**config.mk**
```make
export PLATFORM = sky130hd
export DESIGN_NAME = mult_seq_ctrl
export DESIGN_NICKNAME = d
export VERILOG_FILES = /design/src/rtl/mult_seq_ctrl.sv
export SDC_FILE = /design/constraint.sdc
export NUM_CORES = 1
export LEC_CHECK = 0
export ABC_AREA = 0
export CORE_ASPECT_RATIO = 1.2
export CORE_UTILIZATION = 52
export CTS_CLUSTER_SIZE = 40
export DETAILED_ROUTE_END_ITERATION = 8
export PLACE_DENSITY = 0.84
export RECOVER_POWER = 25
export SYNTH_ARGS = -nofsm -noshare
export SYNTH_HDL_FRONTEND = slang
export SYNTH_SLANG_ARGS = --single-unit
```
**constraint.sdc**
```tcl
create_clock -name clk_i -period 4.4 [get_ports clk_i]
set_input_delay 0.88 -clock clk_i [delete_from_list [all_inputs] [get_ports clk_i]]
set_output_delay 0.88 -clock clk_i [all_outputs]
set_load 0.1 [all_outputs]
```
**src/rtl/mult_seq_ctrl.sv**
```systemverilog
`default_nettype none
// ============================================================================
//  Module      : mult_seq_ctrl  (with helper full_adder_nbits)
//  Description : Sequential shift-and-add unsigned multiplier. A single
//                width-bit ripple adder is reused for `width` iterations,
//                one partial-product add per clock, under a start/busy/done
//                handshake.
//  Ports       : clk_i    - clock, rising edge
//                rst_n_i  - asynchronous active-low reset
//                start_i  - multiply request, sampled only when idle
//                a_i      - multiplicand (width bits), captured on accept
//                b_i      - multiplier   (width bits), captured on accept
//                busy_o   - operation in progress (RUN or DONE)
//                done_o   - one-cycle pulse when p_o holds a new product
//                p_o      - last completed product (2*width bits)
//  Revision    : 1.0 - initial release
// ============================================================================

// ----------------------------------------------------------------------------
//  full_adder_nbits : width-bit ripple-carry adder, carry-out kept as MSB.
// ----------------------------------------------------------------------------
module full_adder_nbits #(
   parameter int width = 8
) (
   input  logic [width-1:0] a_i,
   input  logic [width-1:0] b_i,
   output logic [width:0]   s_o
);

   logic [width:0] w_carry;

   assign w_carry[0] = 1'b0;

   generate
      for (genvar i = 0; i < width; i++) begin : g_bit
         assign s_o[i]       = a_i[i] ^ b_i[i] ^ w_carry[i];
         assign w_carry[i+1] = (a_i[i] & b_i[i]) | (w_carry[i] & (a_i[i] ^ b_i[i]));
      end
   endgenerate

   assign s_o[width] = w_carry[width];

endmodule

// ----------------------------------------------------------------------------
//  mult_seq_ctrl : controller + datapath for the shift-and-add multiply.
// ----------------------------------------------------------------------------
module mult_seq_ctrl #(
   parameter int width = 8
) (
   input  logic               clk_i,
   input  logic               rst_n_i,
   input  logic               start_i,
   input  logic [width-1:0]   a_i,
   input  logic [width-1:0]   b_i,
   output logic               busy_o,
   output logic               done_o,
   output logic [2*width-1:0] p_o
);

   localparam int             C_CNT_W    = $clog2(width + 1);
   localparam logic [C_CNT_W-1:0] C_LAST_CNT = C_CNT_W'(width - 1);
   localparam logic [C_CNT_W-1:0] C_CNT_ONE  = C_CNT_W'(1);

   typedef enum logic [1:0] {
      ST_IDLE = 2'd0,
      ST_RUN  = 2'd1,
      ST_DONE = 2'd2
   } state_t;

   state_t               r_state;
   state_t               w_state_nxt;
   logic [width-1:0]     r_mcand;
   logic [2*width-1:0]   r_prod;
   logic [C_CNT_W-1:0]   r_cnt;
   logic [2*width-1:0]   r_p;

   logic [width-1:0]     w_addend;
   logic [width:0]       w_sum;
   logic [2*width-1:0]   w_prod_nxt;
   logic                 w_accept;
   logic                 w_last;

   // Partial product: add the multiplicand only when the current multiplier
   // bit (always sitting in prod[0]) is set.
   assign w_addend = r_prod[0] ? r_mcand : '0;

   full_adder_nbits #(
      .width (width)
   ) u_adder (
      .a_i (r_prod[2*width-1:width]),
      .b_i (w_addend),
      .s_o (w_sum)
   );

   // Sum (with carry) becomes the new high half; the multiplier half shifts
   // right by one, dropping the bit just consumed.
   assign w_prod_nxt = {w_sum, r_prod[width-1:1]};

   assign w_accept = (r_state == ST_IDLE) && start_i;
   assign w_last   = (r_state == ST_RUN) && (r_cnt == C_LAST_CNT);

   // ---------------- FSM state register ----------------
   always_ff @(posedge clk_i or negedge rst_n_i) begin
      if (!rst_n_i) begin
         r_state <= ST_IDLE;
      end else begin
         r_state <= w_state_nxt;
      end
   end

   // ---------------- FSM next-state ----------------
   always_comb begin
      w_state_nxt = r_state;
      case (r_state)
         ST_IDLE: if (start_i) w_state_nxt = ST_RUN;
         ST_RUN:  if (w_last)  w_state_nxt = ST_DONE;
         ST_DONE: w_state_nxt = ST_IDLE;
         default: w_state_nxt = ST_IDLE;
      endcase
   end

   // ---------------- Datapath ----------------
   always_ff @(posedge clk_i or negedge rst_n_i) begin
      if (!rst_n_i) begin
         r_mcand <= '0;
         r_prod  <= '0;
         r_cnt   <= '0;
         r_p     <= '0;
      end else if (w_accept) begin
         r_mcand <= a_i;
         r_prod  <= {{width{1'b0}}, b_i};
         r_cnt   <= '0;
      end else if (r_state == ST_RUN) begin
         r_prod <= w_prod_nxt;
         r_cnt  <= r_cnt + C_CNT_ONE;
         if (w_last) begin
            r_p <= w_prod_nxt;
         end
      end
   end

   assign busy_o = (r_state != ST_IDLE);
   assign done_o = (r_state == ST_DONE);
   assign p_o    = r_p;

endmodule
`default_nettype wire

```
Word level (Yosys, flattened, before mapping)
Cells that the tools add are included.

word-level totals
  output and inout bits = 18
  word-level logic and storage cells = 64
  input bits = 19
  flip-flop bits (word level) = 46

operators by class
  multiplexer cells = 8
  equal/unequal tests = 5
  bitwise logic cells = 38
  reductions and logical operators = 7
  $add $sub $neg = 1

operators with widths
  kind                                                  count
  two-way mux 16 bit                                    2
  bitwise AND 1 bit                                     15
  XOR 1 bit                                             15
  two-way mux 4 bit                                     2
  two-way mux 8 bit                                     1
  bitwise OR 1 bit                                      7
  adder 4 x 1 -> 4 bit (second input constant)          1
  equality test 4 x 3 -> 1 bit (second input constant)  1
  two-way mux 2 bit                                     2
  != test 2 bit (second input constant)                 2
  one-hot mux 2 bit (2 select lines)                    1
  nonzero test 2 bit                                    2
  AND reduction 3 bit                                   1
  equality test 2 x 1 -> 1 bit (second input constant)  1
  equality test 2 bit (second input constant)           1
  logical AND 1 bit                                     2
  zero test 2 bit                                       1
  AND reduction 2 bit                                   1
  inverter 1 bit                                        1

Depth between registers and ports, before layout
Gate-level depths: netlist (run 1).

  depth after elaboration = 18
  gate-level depth with buffers = 12
  mapped depth without buffers = 11

Hierarchy
From an unflattened synthesis (run 1), not the netlist that was laid out.

second synthesis, totals
  cells, all modules = 198
  area total of the unflattened synthesis = 2145.8 um2

by module, submodules not included
  module            seq. area each (um2)  times used  area each (um2)  cells each
  mult_seq_ctrl     1151.1                1           1955.6           180
  full_adder_nbits  0.0                   1           190.2            18

Worst setup path after synthesis (run 1)
No wires, ideal clock.

  path kind = register -> register
  from = reg r_prod[0]
  to = reg r_prod[14]
  setup time = 131 ps
  data required time = 4269 ps
  buffers on the path = 1
  path slack = 589 ps
  data arrival time = 3680 ps
  cell stages (with the launch flop) = 13
  cells stage by stage = dfrtp_1 -> clkbuf_1 -> and2_1 -> ha_1 -> inv_1 -> fa_1 -> fa_1 -> fa_1 -> fa_1 -> fa_1 -> fa_1 -> fa_1 -> o21ai_0

between the ends
  longest elaborated chain between the ends = 17
  elaborated cells on any way between the ends = 30

ends and longest elaborated chain
  element                                         RTL line  RTL
  start, declared                                 74        logic [2*width-1:0] r_prod;
  start signal, assigned                          132       r_prod <= {{width{1'b0}}, b_i};
  start signal, assigned                          135       r_prod <= w_prod_nxt;
  two-way mux 8 bit *                             86        assign w_addend = r_prod[0] ? r_mcand : '0;
  bitwise AND 1 bit or XOR 1 bit (tied branches)  37        assign w_carry[i+1] = (a_i[i] & b_i[i]) | (w_carry[i] & (a_i[i] ^ b_i[i]));
  bitwise AND 1 bit                               37
  bitwise OR 1 bit                                37
  bitwise AND 1 bit                               37
  bitwise OR 1 bit                                37
  bitwise AND 1 bit                               37
  bitwise OR 1 bit                                37
  bitwise AND 1 bit                               37
  bitwise OR 1 bit                                37
  bitwise AND 1 bit                               37
  bitwise OR 1 bit                                37
  bitwise AND 1 bit                               37
  bitwise OR 1 bit                                37
  XOR 1 bit *                                     36        assign s_o[i] = a_i[i] ^ b_i[i] ^ w_carry[i];
  two-way mux 16 bit *                            134       end else if (r_state == ST_RUN) begin
  two-way mux 16 bit *                            130       end else if (w_accept) begin

Mark *: on every way between the ends. The rest lies on a longest branch, timed or not. The select of a mux whose other input is x is not followed.
A chain may end at the register's enable or synchronous reset.

Worst setup path in the final report (run 1)
  from = reg r_prod[0]
  to = reg r_p[14], in the netlist p_o[14]

between the ends
  longest elaborated chain between the ends = 15
  elaborated cells on any way between the ends = 28

ends and longest elaborated chain
  element                                         RTL line  RTL
  two-way mux 8 bit *                             86
  bitwise AND 1 bit or XOR 1 bit (tied branches)  37
  bitwise AND 1 bit                               37
  bitwise OR 1 bit                                37
  bitwise AND 1 bit                               37
  bitwise OR 1 bit                                37
  bitwise AND 1 bit                               37
  bitwise OR 1 bit                                37
  bitwise AND 1 bit                               37
  bitwise OR 1 bit                                37
  bitwise AND 1 bit                               37
  bitwise OR 1 bit                                37
  bitwise AND 1 bit                               37
  bitwise OR 1 bit                                37
  XOR 1 bit *                                     36
  end signal, assigned                            138       r_p <= w_prod_nxt;
  end, declared                                   76        logic [2*width-1:0] r_p;

Mark *: on every way between the ends. The rest lies on a longest branch, timed or not.

==> results of run 1 <==
[metrics by stage]
step           std cells  hold slack [ns]  utilization (%)
6_report             283           0.4822            68.57
4_1_cts              283           0.4874            68.60
2_1_floorplan        197           0.4380                -
3_3_place_gp         275           0.4518            65.67
3_5_place_dp         275           0.4629            65.67
5_1_grt              283           0.5072            68.57
[flip-flops by register name, summed over array words and instances, names as in the netlist]
signal and flops:
r_mcand 8, r_prod 16, r_state 2, r_cnt 4
p_o 16
[worst register-to-register path: stages, from the launching register on]
cell and delay, ns:
dfrtp_1 0.52, and2_1 0.19, ha_1 0.14, inv_1 0.05
fa_1 0.37, fa_1 0.39, fa_1 0.39, fa_1 0.39
fa_1 0.38, fa_1 0.40, fa_1 0.51, mux2i_1 0.08
[logic make-up (layout without fill, tap and decap cells)]
logic type	after synthesis	after routing	share of synthesized area [%]
and+or+nand+nor	78	78	17.02
DFF	46	46	54.93
buffers and inverters	27	61	5.671
AOI/OAI and AO/OA	19	19	5.253
muxes	18	18	9.254
adders and majority gates	9	9	7.880
[metal layers]
layer  global-route usage (%)  vias to the layer above  routed length, um
met5                        0                        -                  0
met4                    10.34                        0                 61
met3                    3.791                        9                133
met2                    36.79                       38               2183
met1                    29.05                      753               1673
li1                         -                      701                  -
[layout by cell type, fill, tap and decap left out, types with 2 or more instances in the layout]
cell	instances
clkbuf_8	5
clkbuf_1	2
mux2_2	7
fa_1	7
inv_1	16
nand3_1	12
o21ai_0	9
nor2_1	6
nor3b_1	2
a22oi_1	2
clkdlybuf4s50_1	35
dfrtp_1	46
ha_1	2
nand2_1	50
a31oi_1	6
mux2i_1	10
[layout make-up]
type	count	area [um^2]
sequential	46	1151
inverter	16	60.06
fill	312	1180
tap	52	65.06
multi-input combinational	124	825.8
clock inverter	2	37.54
timing repair buffer	37	361.6
clock buffer	6	72.57
[worst max-delay path by stage]
stage,start,end,slack [ns],depth (start not counted)
2_1_floorplan,r_prod[0]$_DFFE_PN0P_,r_prod[14]$_DFFE_PN0P_,0.59,12
3_3_place_gp,r_prod[0]$_DFFE_PN0P_,p_o[14]$_DFFE_PN0P_,0.60,11
3_5_place_dp,r_prod[0]$_DFFE_PN0P_,p_o[14]$_DFFE_PN0P_,0.46,11
4_1_cts,r_prod[0]$_DFFE_PN0P_,p_o[14]$_DFFE_PN0P_,0.42,11
5_1_grt,r_prod[0]$_DFFE_PN0P_,p_o[14]$_DFFE_PN0P_,0.29,11
6_report,r_prod[0]$_DFFE_PN0P_,p_o[14]$_DFFE_PN0P_,0.45,11
==> metrics, run 1 <==
H-tree Lvls=2; detailed placement HPWL=2690 um; Final Hold Vio Count=0; CTS resizes=0; R2R depth=11; setup tns final=0 ns; Worst path slowest cell=dfrtp_1; max-slew violations=47; fin nets=258; Hold WC Path Type=register to register; clk_lat worst skew=0.30 ns; grt ovf=0; final instance area=2574 um^2; clk buf depth=2; sequential area share after synthesis=54.93%; Final period util=89.85%; Overall Global Routing Usage=22.51%; commonest cells in the synthesized netlist=nand2_1, dfrtp_1, inv_1, nand3_1, mux2i_1; CP top delay family=adder cells; hold buffer count at cts=0; vias in the first global route=1558; Slowest Stage Delay on Critical Path=0.52 ns; DP Worst Slack=0.4574 ns; Starting Density=55.83%; chip width=59.96 um; Synth area leader=dfrtp_1; skew final=0.007815 ns; Crit Path Class=register to register; diode count=0; Sink Count=46; port buffer count=36; r2r setup slk=0.45 ns; Buf+Inv Stages, Crit Path=1; Final GP Congestion=0.7352; post-synth top area share=54.93%; Reg2Reg Launch Point=r_prod[0]$_DFFE_PN0P_; Area growth syn-to-layout=22.81%; placed cell area=2465 um^2; failing checks=max-capacitance violations, max-slew violations; RSZ-0062 raised after global routing=false; Initial DRC Count=78; IO Count=37; first-pass GRT wire length=7044 um; clock slew at reported path FFs=0.08 ns; core area=3754 um^2; die footprint=4289 um^2; via count=1501; CP endpoint kind=register; Root Driver=clkbuf_8; overall die height=71.55 um; CP Cell Sequence=and2_1 -> ha_1 -> inv_1 -> fa_1 -> fa_1 -> fa_1 -> fa_1 -> fa_1 -> fa_1 -> fa_1 -> mux2i_1; WL final=4051 um; Post-synth ARST share=100.0%; 1st-pass router iterations=4; vias per cell=5.304; post-synthesis register bit count=46; std cell rows=24; Rel. slew slack=-58.34%; max_cap viols=1; FMAX=0.2529 GHz; CP required=4.54 ns; EDFF count, synth=0; DR WL/cell=14.31 um; synthesized area=2096 um^2; worst path arrival time=4.09 ns; worst slew pin tran=2.375 ns; Hold Path Sink=r_mcand[0]$_DFFE_PN0P_; TritonCTS clock tree=done; hold path start=r_mcand[0]$_DFFE_PN0P_; most frequent cell on the critical path=fa_1; ranking of synthesized cells by area=dfrtp_1, nand2_1, fa_1, mux2i_1, mux2_2; DRC violations left=0; library cells used by synthesis=27; Avg Inst Size Synth=10.64 um^2; YS warnings=0; Synth Flop Type=dfrtp_1; R2R Path End=p_o[14]$_DFFE_PN0P_; syn_nets=225; largest net degree at the start of global routing=47; Num CTS Buffers=5; cell with the most instances after synthesis=nand2_1; WHS Path Cells=2; status=finished with violations; number of setup buffers added after CTS=0; initial antenna violation count=0; ANT nets after route=0; minimum clock period=3.953 ns; Synth Instances=197; crit path max fanout=9; Setup-failing EPs final=0; layout cells sized above 1=8.225%; final worst setup slack=0.4466 ns; crit start category=register
Power of run 1 is not shown: default switching activity piles up to over one toggle a cycle in this logic, so the estimate is an artifact.
==> run 2: changes to the inputs <==
--- a/config.mk
+++ b/config.mk
@@ -8,7 +8,6 @@
 export ABC_AREA = 0
 export CORE_ASPECT_RATIO = 1.2
 export CORE_UTILIZATION = 52
-export CTS_CLUSTER_SIZE = 40
 export DETAILED_ROUTE_END_ITERATION = 8
 export PLACE_DENSITY = 0.84
 export RECOVER_POWER = 25
==> results of run 2 <==
Same layout as run 1: the final DEF is identical, and so are final timing and power.
Power of run 2 is left out for the same reason.
==> run 3: changes to the inputs <==
--- a/config.mk
+++ b/config.mk
@@ -11,6 +11,7 @@
 export DETAILED_ROUTE_END_ITERATION = 8
 export PLACE_DENSITY = 0.84
 export RECOVER_POWER = 25
+export SLEW_MARGIN = 20
 export SYNTH_ARGS = -nofsm -noshare
 export SYNTH_HDL_FRONTEND = slang
 export SYNTH_SLANG_ARGS = --single-unit
==> metrics, run 3 (synthesized netlist as in run 1, its figures left out) <==
Hold WC Path Type=register to register (unchanged); Final Hold Vio Count=0 (unchanged); skew final=0.008357 ns (was 0.007815 ns); Area growth syn-to-layout=22.81% (unchanged); Setup-failing EPs final=0 (unchanged); DRC violations left=0 (unchanged); port buffer count=36 (unchanged); vias per cell=5.304 (unchanged); ANT nets after route=0 (unchanged); diode count=0 (unchanged); clock slew at reported path FFs=0.09 ns (was 0.08 ns); chip width=59.96 um (unchanged); Sink Count=46 (unchanged); Initial DRC Count=78 (unchanged); Num CTS Buffers=5 (unchanged); worst slew pin tran=2.381 ns (was 2.375 ns); first-pass GRT wire length=7044 um (unchanged); vias in the first global route=1558 (unchanged); most common cell after layout, fill and taps aside=nand2_1 (unchanged); max-slew violations=47 (unchanged); worst path arrival time=4.09 ns (about the same); CP required=4.54 ns (about the same); clk buf depth=2 (unchanged); Final GP Congestion=0.7352 (unchanged); Root Driver=clkbuf_8 (unchanged); most frequent cells in the layout=nand2_1, dfrtp_1, clkdlybuf4s50_1 (unchanged); CTS resizes=0 (unchanged); Crit Path Class=register to register (unchanged); crit start category=register (unchanged); hold buffer count at cts=0 (unchanged); layout cells sized above 1=8.658% (was 8.225%); 1st-pass router iterations=4 (unchanged); fin nets=258 (unchanged); TritonCTS clock tree=done (unchanged); setup tns final=0 ns (unchanged); IO Count=37 (unchanged); die footprint=4289 um^2 (unchanged); Rel. slew slack=-58.71% (was -58.34%); clk_lat worst skew=0.30 ns (about the same); failing checks=max-capacitance violations, max-slew violations (unchanged); core area=3754 um^2 (unchanged); Starting Density=55.83% (unchanged); R2R depth=11 (unchanged); initial antenna violation count=0 (unchanged); via count=1501 (unchanged); hold path start=r_mcand[0]$_DFFE_PN0P_ (unchanged); largest net degree at the start of global routing=47 (unchanged); FMAX=0.2531 GHz (was 0.2529 GHz); minimum clock period=3.952 ns (was 3.953 ns); Final period util=89.81% (was 89.85%); CP endpoint kind=register (unchanged); Overall Global Routing Usage=22.51% (unchanged); DR WL/cell=14.36 um (was 14.31 um); status=finished with violations (unchanged); detailed placement HPWL=2690 um (unchanged); std cell rows=24 (unchanged); grt ovf=0 (unchanged); H-tree Lvls=2 (unchanged); number of setup buffers added after CTS=0 (unchanged); Reg2Reg Launch Point=r_prod[0]$_DFFE_PN0P_ (unchanged); WL final=4065 um (was 4051 um); RSZ-0062 raised after global routing=false (unchanged); WHS Path Cells=2 (unchanged); crit path max fanout=9 (unchanged); overall die height=71.55 um (unchanged); max_cap viols=1 (unchanged); Worst setup startpoint=r_prod[0]$_DFFE_PN0P_ (unchanged)
[run 3: cell counts in the layout (fill, tap and decap cells not counted)]
No cell type changed its count.
[run 3: worst paths after layout]
check / end / slack, ns
min: r_mcand[0]$_DFFE_PN0P_ / 0.48
min in group asynchronous: r_mcand[4]$_DFFE_PN0P_ / 1.30
min reg2reg: r_mcand[0]$_DFFE_PN0P_ / 0.48
max in group asynchronous: r_prod[10]$_DFFE_PN0P_ / 1.75
max reg2reg: p_o[14]$_DFFE_PN0P_ / 0.45
max: p_o[14]$_DFFE_PN0P_ / 0.45
[run 3: stage by stage]
step                cell area (um^2)  hold WS, ns  setup WS (ns)  util [%]  std cells
finish                          2574       0.4835         0.4483     68.57        283
global route                    2574       0.5072         0.2875     68.57        283
CTS                             2575       0.4874         0.4236     68.60        283
detailed placement              2465       0.4629         0.4574     65.67        275
global placement                2465       0.4518         0.6022     65.67        275
floorplan                       2096       0.4380         0.5888         -        197
[run 3: area by class of cell]
type,count,area [um^2]
clock buffer,6,72.57
clock inverter,2,37.54
sequential,46,1151
inverter,16,60.06
fill,312,1180
timing repair buffer,37,361.6
multi-input combinational,124,825.8
tap,52,65.06
[run 3: critical path, cell delays in order, from the launching register on]
cell and delay (ns):
dfrtp_1 0.52, and2_1 0.18, ha_1 0.14, inv_1 0.05, fa_1 0.37, fa_1 0.38
fa_1 0.39, fa_1 0.39, fa_1 0.38, fa_1 0.40, fa_1 0.51, mux2i_1 0.08
[run 3: layer usage]
| layer | share of wire, % | wire length (um) | vias up | GRT usage (%) |
|---|---|---|---|---|
| met1 | 40 | 1643 | 747 | 29.05 |
| met4 | 1.3 | 53 | 0 | 10.34 |
| met3 | 3.9 | 158 | 7 | 3.791 |
| li1 | - | - | 699 | - |
| met2 | 54 | 2210 | 48 | 36.79 |
| met5 | 0 | 0 | - | 0 |
Power of run 3 is left out for the same reason.
